File: src/rtl/controller_bus_engine_mux.sv
// Round-robin PHY-ownership arbiter: one bus engine at a time drives SCL/SDA/OD-PP.
// Optional owned-cycle watchdog enabled by defining CTRL_MUX_WATCHDOG_EN.
//
// state     | meaning
// ----------+------------------------------------------------------------
// IDLE      | bus parked, no owner, waiting for an enabled request
// WAIT_FREE | bus parked, waiting for the bus-free interval to elapse
// OWNED     | owner's SCL/SDA/OD-PP passed straight through to the PHY
// RELEASE   | one parked cycle, pointer advanced, free counter cleared
module controller_bus_engine_mux #(
    parameter int NumEngines = 2,
    parameter int TimerWidth = 20,
    localparam int IdxWidth = $clog2(NumEngines)
) (
    input  logic                  clk_i,
    input  logic                  rst_i,
    input  logic                  mux_en_i,
    input  logic                  bus_scl_i,
    input  logic                  bus_sda_i,
    input  logic [TimerWidth-1:0] t_bus_free_i,
    input  logic [NumEngines-1:0] eng_req_i,
    output logic [NumEngines-1:0] eng_gnt_o,
    input  logic [NumEngines-1:0] eng_scl_i,
    input  logic [NumEngines-1:0] eng_sda_i,
    input  logic [NumEngines-1:0] eng_sel_od_pp_i,
    output logic                  phy_scl_o,
    output logic                  phy_sda_o,
    output logic                  phy_sel_od_pp_o,
    output logic [IdxWidth-1:0]   owner_o,
    output logic                  bus_busy_o,
    input  logic [TimerWidth-1:0] watchdog_limit_i,
    output logic                  timeout_o
);

    typedef enum logic [1:0] {
        IDLE      = 2'd0,
        WAIT_FREE = 2'd1,
        OWNED     = 2'd2,
        RELEASE   = 2'd3
    } state_t;

    state_t                state_q, state_d;
    logic [TimerWidth-1:0] free_cnt_q;
    logic [IdxWidth-1:0]   owner_q;
    logic [IdxWidth-1:0]   ptr_q;
    logic [IdxWidth-1:0]   ptr_next;
    logic [IdxWidth-1:0]   sel_idx;
    logic                  sel_found;
    logic                  bus_free;
    logic [NumEngines-1:0] req_eff;
    logic                  wd_fire;

`ifdef CTRL_MUX_WATCHDOG_EN
    logic [TimerWidth-1:0] own_cnt_q;
    logic                  timeout_q;
    logic [NumEngines-1:0] blocked_q;
    logic [NumEngines-1:0] blocked_d;

    assign wd_fire = (state_q == OWNED) && (watchdog_limit_i != '0)
                     && ((own_cnt_q + 1'b1) == watchdog_limit_i);
    // A timed-out engine stays locked out until it drops its request once.
    assign req_eff   = eng_req_i & ~blocked_q;
    assign timeout_o = timeout_q;

    always_comb begin
        blocked_d = blocked_q & eng_req_i;
        if (wd_fire) begin
            blocked_d[owner_q] = 1'b1;
        end
    end

    always_ff @(posedge clk_i or posedge rst_i) begin
        if (rst_i) begin
            own_cnt_q <= '0;
            timeout_q <= 1'b0;
            blocked_q <= '0;
        end else begin
            own_cnt_q <= (state_q == OWNED) ? own_cnt_q + 1'b1 : '0;
            timeout_q <= wd_fire;
            blocked_q <= blocked_d;
        end
    end
`else
    logic unused_watchdog;

    assign unused_watchdog = ^watchdog_limit_i;
    assign wd_fire         = 1'b0;
    assign req_eff         = eng_req_i;
    assign timeout_o       = 1'b0;
`endif

    assign bus_free = (free_cnt_q >= t_bus_free_i);
    assign ptr_next = (owner_q == IdxWidth'(NumEngines - 1)) ? '0 : owner_q + 1'b1;

    // First eligible requester at or after the pointer, wrapping around.
    always_comb begin
        int cand;
        sel_idx   = '0;
        sel_found = 1'b0;
        for (int i = 0; i < NumEngines; i++) begin
            cand = int'(ptr_q) + i;
            if (cand >= NumEngines) begin
                cand = cand - NumEngines;
            end
            if (!sel_found && req_eff[cand]) begin
                sel_found = 1'b1;
                sel_idx   = IdxWidth'(cand);
            end
        end
    end

    always_comb begin
        state_d = state_q;
        case (state_q)
            IDLE: begin
                if (mux_en_i && (|req_eff)) begin
                    state_d = WAIT_FREE;
                end
            end
            WAIT_FREE: begin
                if (!mux_en_i || !(|req_eff)) begin
                    state_d = IDLE;
                end else if (bus_free && sel_found) begin
                    state_d = OWNED;
                end
            end
            OWNED: begin
                if (!eng_req_i[owner_q] || wd_fire) begin
                    state_d = RELEASE;
                end
            end
            RELEASE: state_d = IDLE;
            default: state_d = IDLE;
        endcase
    end

    always_ff @(posedge clk_i or posedge rst_i) begin
        if (rst_i) begin
            state_q    <= IDLE;
            free_cnt_q <= '0;
            owner_q    <= '0;
            ptr_q      <= '0;
        end else begin
            state_q <= state_d;
            if ((state_q == RELEASE) || !(bus_scl_i && bus_sda_i)) begin
                free_cnt_q <= '0;
            end else if (!(&free_cnt_q)) begin
                free_cnt_q <= free_cnt_q + 1'b1;
            end
            if ((state_q == WAIT_FREE) && (state_d == OWNED)) begin
                owner_q <= sel_idx;
            end
            if (state_q == RELEASE) begin
                ptr_q <= ptr_next;
            end
        end
    end

    // Pass-through is combinational from the registered owner/state, so
    // drive changes reach the PHY with zero latency while owned.
    always_comb begin
        eng_gnt_o       = '0;
        phy_scl_o       = 1'b1;
        phy_sda_o       = 1'b1;
        phy_sel_od_pp_o = 1'b0;
        if (state_q == OWNED) begin
            eng_gnt_o[owner_q] = 1'b1;
            phy_scl_o          = eng_scl_i[owner_q];
            phy_sda_o          = eng_sda_i[owner_q];
            phy_sel_od_pp_o    = eng_sel_od_pp_i[owner_q];
        end
    end

    assign owner_o    = owner_q;
    assign bus_busy_o = (state_q != IDLE);

endmodule

File: config.mk
export PLATFORM = sky130hd
export DESIGN_NAME = controller_bus_engine_mux
export DESIGN_NICKNAME = d
export VERILOG_FILES = /design/src/rtl/controller_bus_engine_mux.sv
export SDC_FILE = /design/constraint.sdc
export NUM_CORES = 1
export LEC_CHECK = 0
export ABC_AREA = 1
export CORE_ASPECT_RATIO = 1.75
export CORE_MARGIN = 10
export CORE_UTILIZATION = 47
export DETAILED_ROUTE_END_ITERATION = 12
export PLACE_DENSITY = 0.83
export SLEW_MARGIN = 20
export SYNTH_ARGS = -nofsm -noshare
export SYNTH_HDL_FRONTEND = slang
export SYNTH_SLANG_ARGS = --single-unit
File: constraint.sdc
create_clock -name clk_i -period 1.9 [get_ports clk_i]
set_input_delay 0.19 -clock clk_i [delete_from_list [all_inputs] [get_ports clk_i]]
set_output_delay 0.19 -clock clk_i [all_outputs]
set_load 0.02 [all_outputs]
After elaboration in Yosys (flattened, before gate mapping)
Cells that the tools add are included.
- input bits: 53
- bits in latches: 0
- ROM bits: 0
- bits in writable memories: 0
- flip-flop bits (word level): 24
- output and inout port bits: 8
- memories kept: 0
- shift-type cells: 0
- order comparisons: 7
- divide/modulo/power cells: 0
- bitwise operators: 0
- $add $sub $neg: 5
- reduce and logical (&&, ||, !) cells: 16
- equal/unequal tests: 5
- muxes and demuxes: 34
- multipliers: 0
- operators by type and width (kind ; count):
    $lt A32 B3 Y1 const B ; 2
    $mux W32 ; 2
    $mux W20 ; 2
    $mux W1 ; 23
    $add A20 B1 Y20 const B ; 1
    $ge A20 B20 Y1 ; 1
    $reduce_and A20 Y1 ; 1
    $mux W2 ; 5
    $pmux W2 S4 ; 1
    $eq A2 B2 Y1 const B ; 3
    $logic_and A1 B1 Y1 ; 6
    $logic_not A1 Y1 ; 4
    $sub A1 B2 Y3 const B ; 1
    $sub A2 B2 Y3 const B ; 1
    $add A1 B1 Y2 const B ; 1
    $eq A2 B1 Y1 const B ; 1
    $ge A1 B2 Y1 const B ; 1
    $ge A2 B2 Y1 const B ; 1
    $logic_not A2 Y1 ; 1
    $logic_or A1 B1 Y1 ; 2
    $lt A1 B2 Y1 const B ; 1
    $ne A2 B2 Y1 const B ; 1
    $reduce_bool A2 Y1 ; 1
    $reduce_or A2 Y1 ; 1
    other kinds (3) ; 3

Longest topological paths before layout
- word-level depth: 15
- depth in mapped cells: 13

Least setup slack after synthesis
No wires, ideal clock.
- path kind: reg-to-reg
- start: register free_cnt_q[18]
- end: register owner_q, in the netlist owner_o
- stages on the path, launching flop included: 11
- path slack: 0.383 ns
- arrival: 1.400 ns
- buffers on the path: 0
- setup time: 0.117 ns
- data required time: 1.783 ns
- period minus slack after synthesis: 1.517 ns
- cells stage by stage: dfrtp_1 -> ha_1 -> nand2_1 -> nor2_1 -> nand2_1 -> nor2_1 -> nand2_1 -> nand4_1 -> nand3_1 -> nand2_1 -> nand2_1
- cells in the longest elaborated chain, start to end: 7
- ends and longest elaborated chain (item ; RTL line ; text):
    start, declared ; 43 ; logic [TimerWidth-1:0] free_cnt_q;
    start signal, assigned ; 148 ; free_cnt_q <= free_cnt_q + 1'b1;
    $ge A20 B20 Y1 ; 92 ; assign bus_free = (free_cnt_q >= t_bus_free_i);
    $logic_and A1 B1 Y1 ; 123 ; end else if (bus_free && sel_found) begin
    $mux W2 ; 123 ;
    $mux W2 ; 121 ; if (!mux_en_i || !(|req_eff)) begin
    $pmux W2 S4 ; 114 ; case (state_q)
    $eq A2 B2 Y1 ; 150 ; if ((state_q == WAIT_FREE) && (state_d == OWNED)) begin
    $logic_and A1 B1 Y1 ; 150 ;
    end signal, assigned ; 151 ; owner_q <= sel_idx;
    end, declared ; 44 ; logic [IdxWidth-1:0] owner_q;
No other way between the ends.
A chain may end at the register's enable or synchronous reset.

Final worst setup path
- start: register state_q[1]
- end: output port phy_sda_o
- cells in the longest elaborated chain, start to end: 2
- ends and longest elaborated chain (item ; RTL line ; text):
    start, declared ; 42 ; state_t state_q, state_d;
    start signal, assigned ; 144 ; state_q <= state_d;
    $eq A2 B2 Y1 ; 166 ; if (state_q == OWNED) begin
    $mux W1 ; 166 ;
    end, declared ; 27 ; output logic phy_sda_o,
No other way between the ends.

==> impl_metrics.csv <==
group,metric,value,unit
timing,hold_viol,0,
route,ant_nets,0,
worst_setup_path,rrSetupSlack,0.15,ns
final_layout,final_nets,439,
floorplan,dieArea,7690,sq um
clock_tree,cts_hold_buffers,0,
final_layout,drive_gt1_share,11.0,%
final_layout,antenna_cells,0,
synth,synth_top_flop_cell,"dfrtp_1",
route,avgRoutedWirePerCell,13.6,um
global_routing,grt_pass1_vias,2211,
worst_setup_path,reg2reg_from,"free_cnt_q[2]$_DFFE_PP0P_",
timing,achievable-frequency,0.560,GHz
power,switchingPower,255,uW
worst_setup_path,critical_path.startpoint,"state_q[1]$_DFF_PP0_",
route,routed_wl,5620,um
placed_design,io_buffer_count,39,
power,p_comb_share,16.7,%
global_routing,met2_usage,28.6,%
synth,ys_ff_latch,24,
clock_tree,cts.clk_slew.worst_paths,0.09,ns
global_routing,overflow,0,
power,ir_worst_vdd,449,uV
worst_setup_path,startpoint_type,"register",
synth,synth_top_area_share,28.4,%
floorplan,ios,61,
power,pwr-share-clk,33.2,%
run_status,outcome,"complete, no violations",
worst_setup_path,cp.arrival,1.60,ns
timing,finalCritPeriodShare,94.0,%
synth,yosysMostFrequentCell,"nand2_1",
synth,ys_seq_area_share,28.4,%
placed_design,post-place-ws,-0.124,ns
timing,tns,0,ns
worst_setup_path,cp_max_fo,4,
hold_path,hp-class,"in -> async",
synth,ys_types,32,
synth,synth-async-reset-ratio,100,%
synth,synthesis.nets,389,
worst_setup_path,rr_worst_depth,10,
synth,synth.area.top_cells,"dfrtp_1 (28%), nand2_1 (16%), ha_1 (12%), inv_1 (9.8%), nand3_1 (5.9%)",
timing,post-route-min-period,1.79,ns
global_routing,gr-max-usage-layer,"met2",
power,leakage,0.00149,uW
synth,syn_area,2120,sq um
global_routing,met1_usage,13.8,%
final_layout,fill_cells,422,
clock_tree,max-clock-path-buffers,2,
timing,fin_skew,0.00366,ns
synth,synth_area_leader_cell,"dfrtp_1",
clock_tree,cts_tree,"done",
timing,finalSetupViolCount,0,
route,vias_per_cell,5.26,
final_layout,syn2layout_area_growth,27.3,%
floorplan,initial_core_util,48.0,%
worst_setup_path,cp-end-kind,"output pin",
synth,synth_edf_count,0,
route,dr.first_iter.drc_count,116,
route,via_count,2183,
worst_setup_path,reg2reg_to,"owner_o$_DFFE_PP0P_",
floorplan,core,4400,sq um
power,p_int,806,uW
worst_setup_path,path_class,"reg -> out",
global_routing,grt_pass1_wl,9490,um
route,dr.pass1.iters,4,
synth,netlist_top_cells_count,"nand2_1 (88), inv_1 (55), nor2_1 (29)",
floorplan,die_x,70.7,um
synth,avgSynthCellArea,6.72,sq um
floorplan,chipHeight,109,um
placed_design,globalplace.congestion,0.937,
floorplan,rows,32,
placed_design,place_hpwl,4640,um
timing,slew_violations,0,
clock_tree,cts_buffers,3,
route,route.detailed.drc,0,
power,powerDensity,394,nW/um^2
timing,setup_slack,0.113,ns
worst_setup_path,required,1.71,ns
timing,rsz0062_at_grt,"false",
clock_tree,clkSinkCount,24,
global_routing,grt_max_degree,25,
power,power_frac_seq,50.2,%
power,swShare,24.0,%
final_layout,final_util,61.1,%
synth,synth_warnings,0,
global_routing,grt_use_total,14.9,%
global_routing,antenna_found_initial,0,
flow_run,max_cap_viol_count,0,
timing,hold_slack,0.257,ns
clock_tree,htree_levels,1,
power,total_power,1060,uW
global_routing,grt_use_met3,3.82,%
clock_tree,insertion_delay,0.27,ns
synth,synthCells,315,
clock_tree,clock-root-buffer,"clkbuf_8",
[worst max-delay path: stages, from the launching register on]
cell	delay, ns
dfrtp_1	0.40
inv_1	0.08
nor2_1	0.14
inv_1	0.07
nor2_1	0.12
buf_4	0.14
a21oi_1	0.05
dlygate4sd2_1	0.32
[cell type report]
type / count / area, sq um / area share (%)
well taps: 51 / 63.8 / 2.37
repair buffers: 49 / 473 / 17.6
inverters: 61 / 229 / 8.50
flip-flops and latches: 24 / 602 / 22.4
clock buffers: 4 / 55.1 / 2.04
multi-input cells: 226 / 1270 / 47.2
[registers in the layout, summed over array words and instances (netlist names)]
name        count
ptr_q           1
owner_o         1
free_cnt_q     20
state_q         2
[timing repair]
action	CTS	global route
setup endpoints to repair	5	16
resized for setup	5	5
setup buffers	0	3
[kinds of logic after synthesis]
| kind of cell | Yosys count | synth area share [%] |
|---|---|---|
| XOR/XNOR | 1 | 0.414 |
| AND/OR/NAND/NOR | 174 | 38.9 |
| adder cells (fa/ha/maj) | 21 | 12.4 |
| flip-flops | 24 | 28.4 |
| other | 1 | 0.177 |
| AO/OA/AOI/OAI | 29 | 7.51 |
| buffers and inverters | 65 | 12.2 |
[layer usage]
metal | routed length, um | vias to the layer above
li1 | - | 1099
met4 | 208 | 0
met3 | 332 | 18
met2 | 3050 | 79
met5 | 0 | -
met1 | 2040 | 987
[power groups by stage]
| stage | sequential, uW | clock (uW) | combinational [uW] |
|---|---|---|---|
| 2_1_floorplan | 540 | 0 | 80.3 |
| 3_3_place_gp | 543 | 0 | 169 |
| 3_5_place_dp | 543 | 0 | 175 |
| 4_1_cts | 533 | 362 | 176 |
| 5_1_grt | 535 | 379 | 199 |
| 6_report | 532 | 352 | 177 |
[stage by stage]
stage,std cells,instance area (sq um)
2_1_floorplan,315,2120
3_3_place_gp,408,2610
3_5_place_dp,408,2610
4_1_cts,412,2660
5_1_grt,415,2690
6_report,415,2690
[cell usage in the layout (no fill, tap or decap)]
cell type and count:
buf_4 9, nand4_1 9, o21ai_0 8, conb_1 1, dlygate4sd2_1 4, nor2_2 6, nand3_4 1, nand3_2 1
o21bai_1 1, a21oi_1 13, a31oi_1 2, nor3_2 3, nand3_1 25, nor4_4 1, a22o_1 1, clkinv_1 1
nor2_4 1, xor2_1 1, nor3_4 2, dfrtp_1 23, a21o_1 1, nand2_2 2, or2_2 2, clkbuf_8 4
clkdlybuf4s50_1 34, dfrtp_2 1, nand2_1 88, nand4_2 1, a22oi_1 1, inv_1 55, buf_12 1, inv_2 5
clkdlybuf4s15_1 1, ha_1 21, nor2_1 27, nor3_1 5, o21ai_1 2
[worst max-delay path by stage]
stage	slack (ns)	to	cells past startpoint
2_1_floorplan	0.38	owner_o$_DFFE_PP0P_	10
3_3_place_gp	-0.05	owner_o$_DFFE_PP0P_	12
3_5_place_dp	-0.12	owner_o$_DFFE_PP0P_	12
4_1_cts	0.1	owner_o$_DFFE_PP0P_	11
5_1_grt	0.005	phy_sda_o	7
6_report	0.11	phy_sda_o	7
Power figures use the tool's default switching activity.
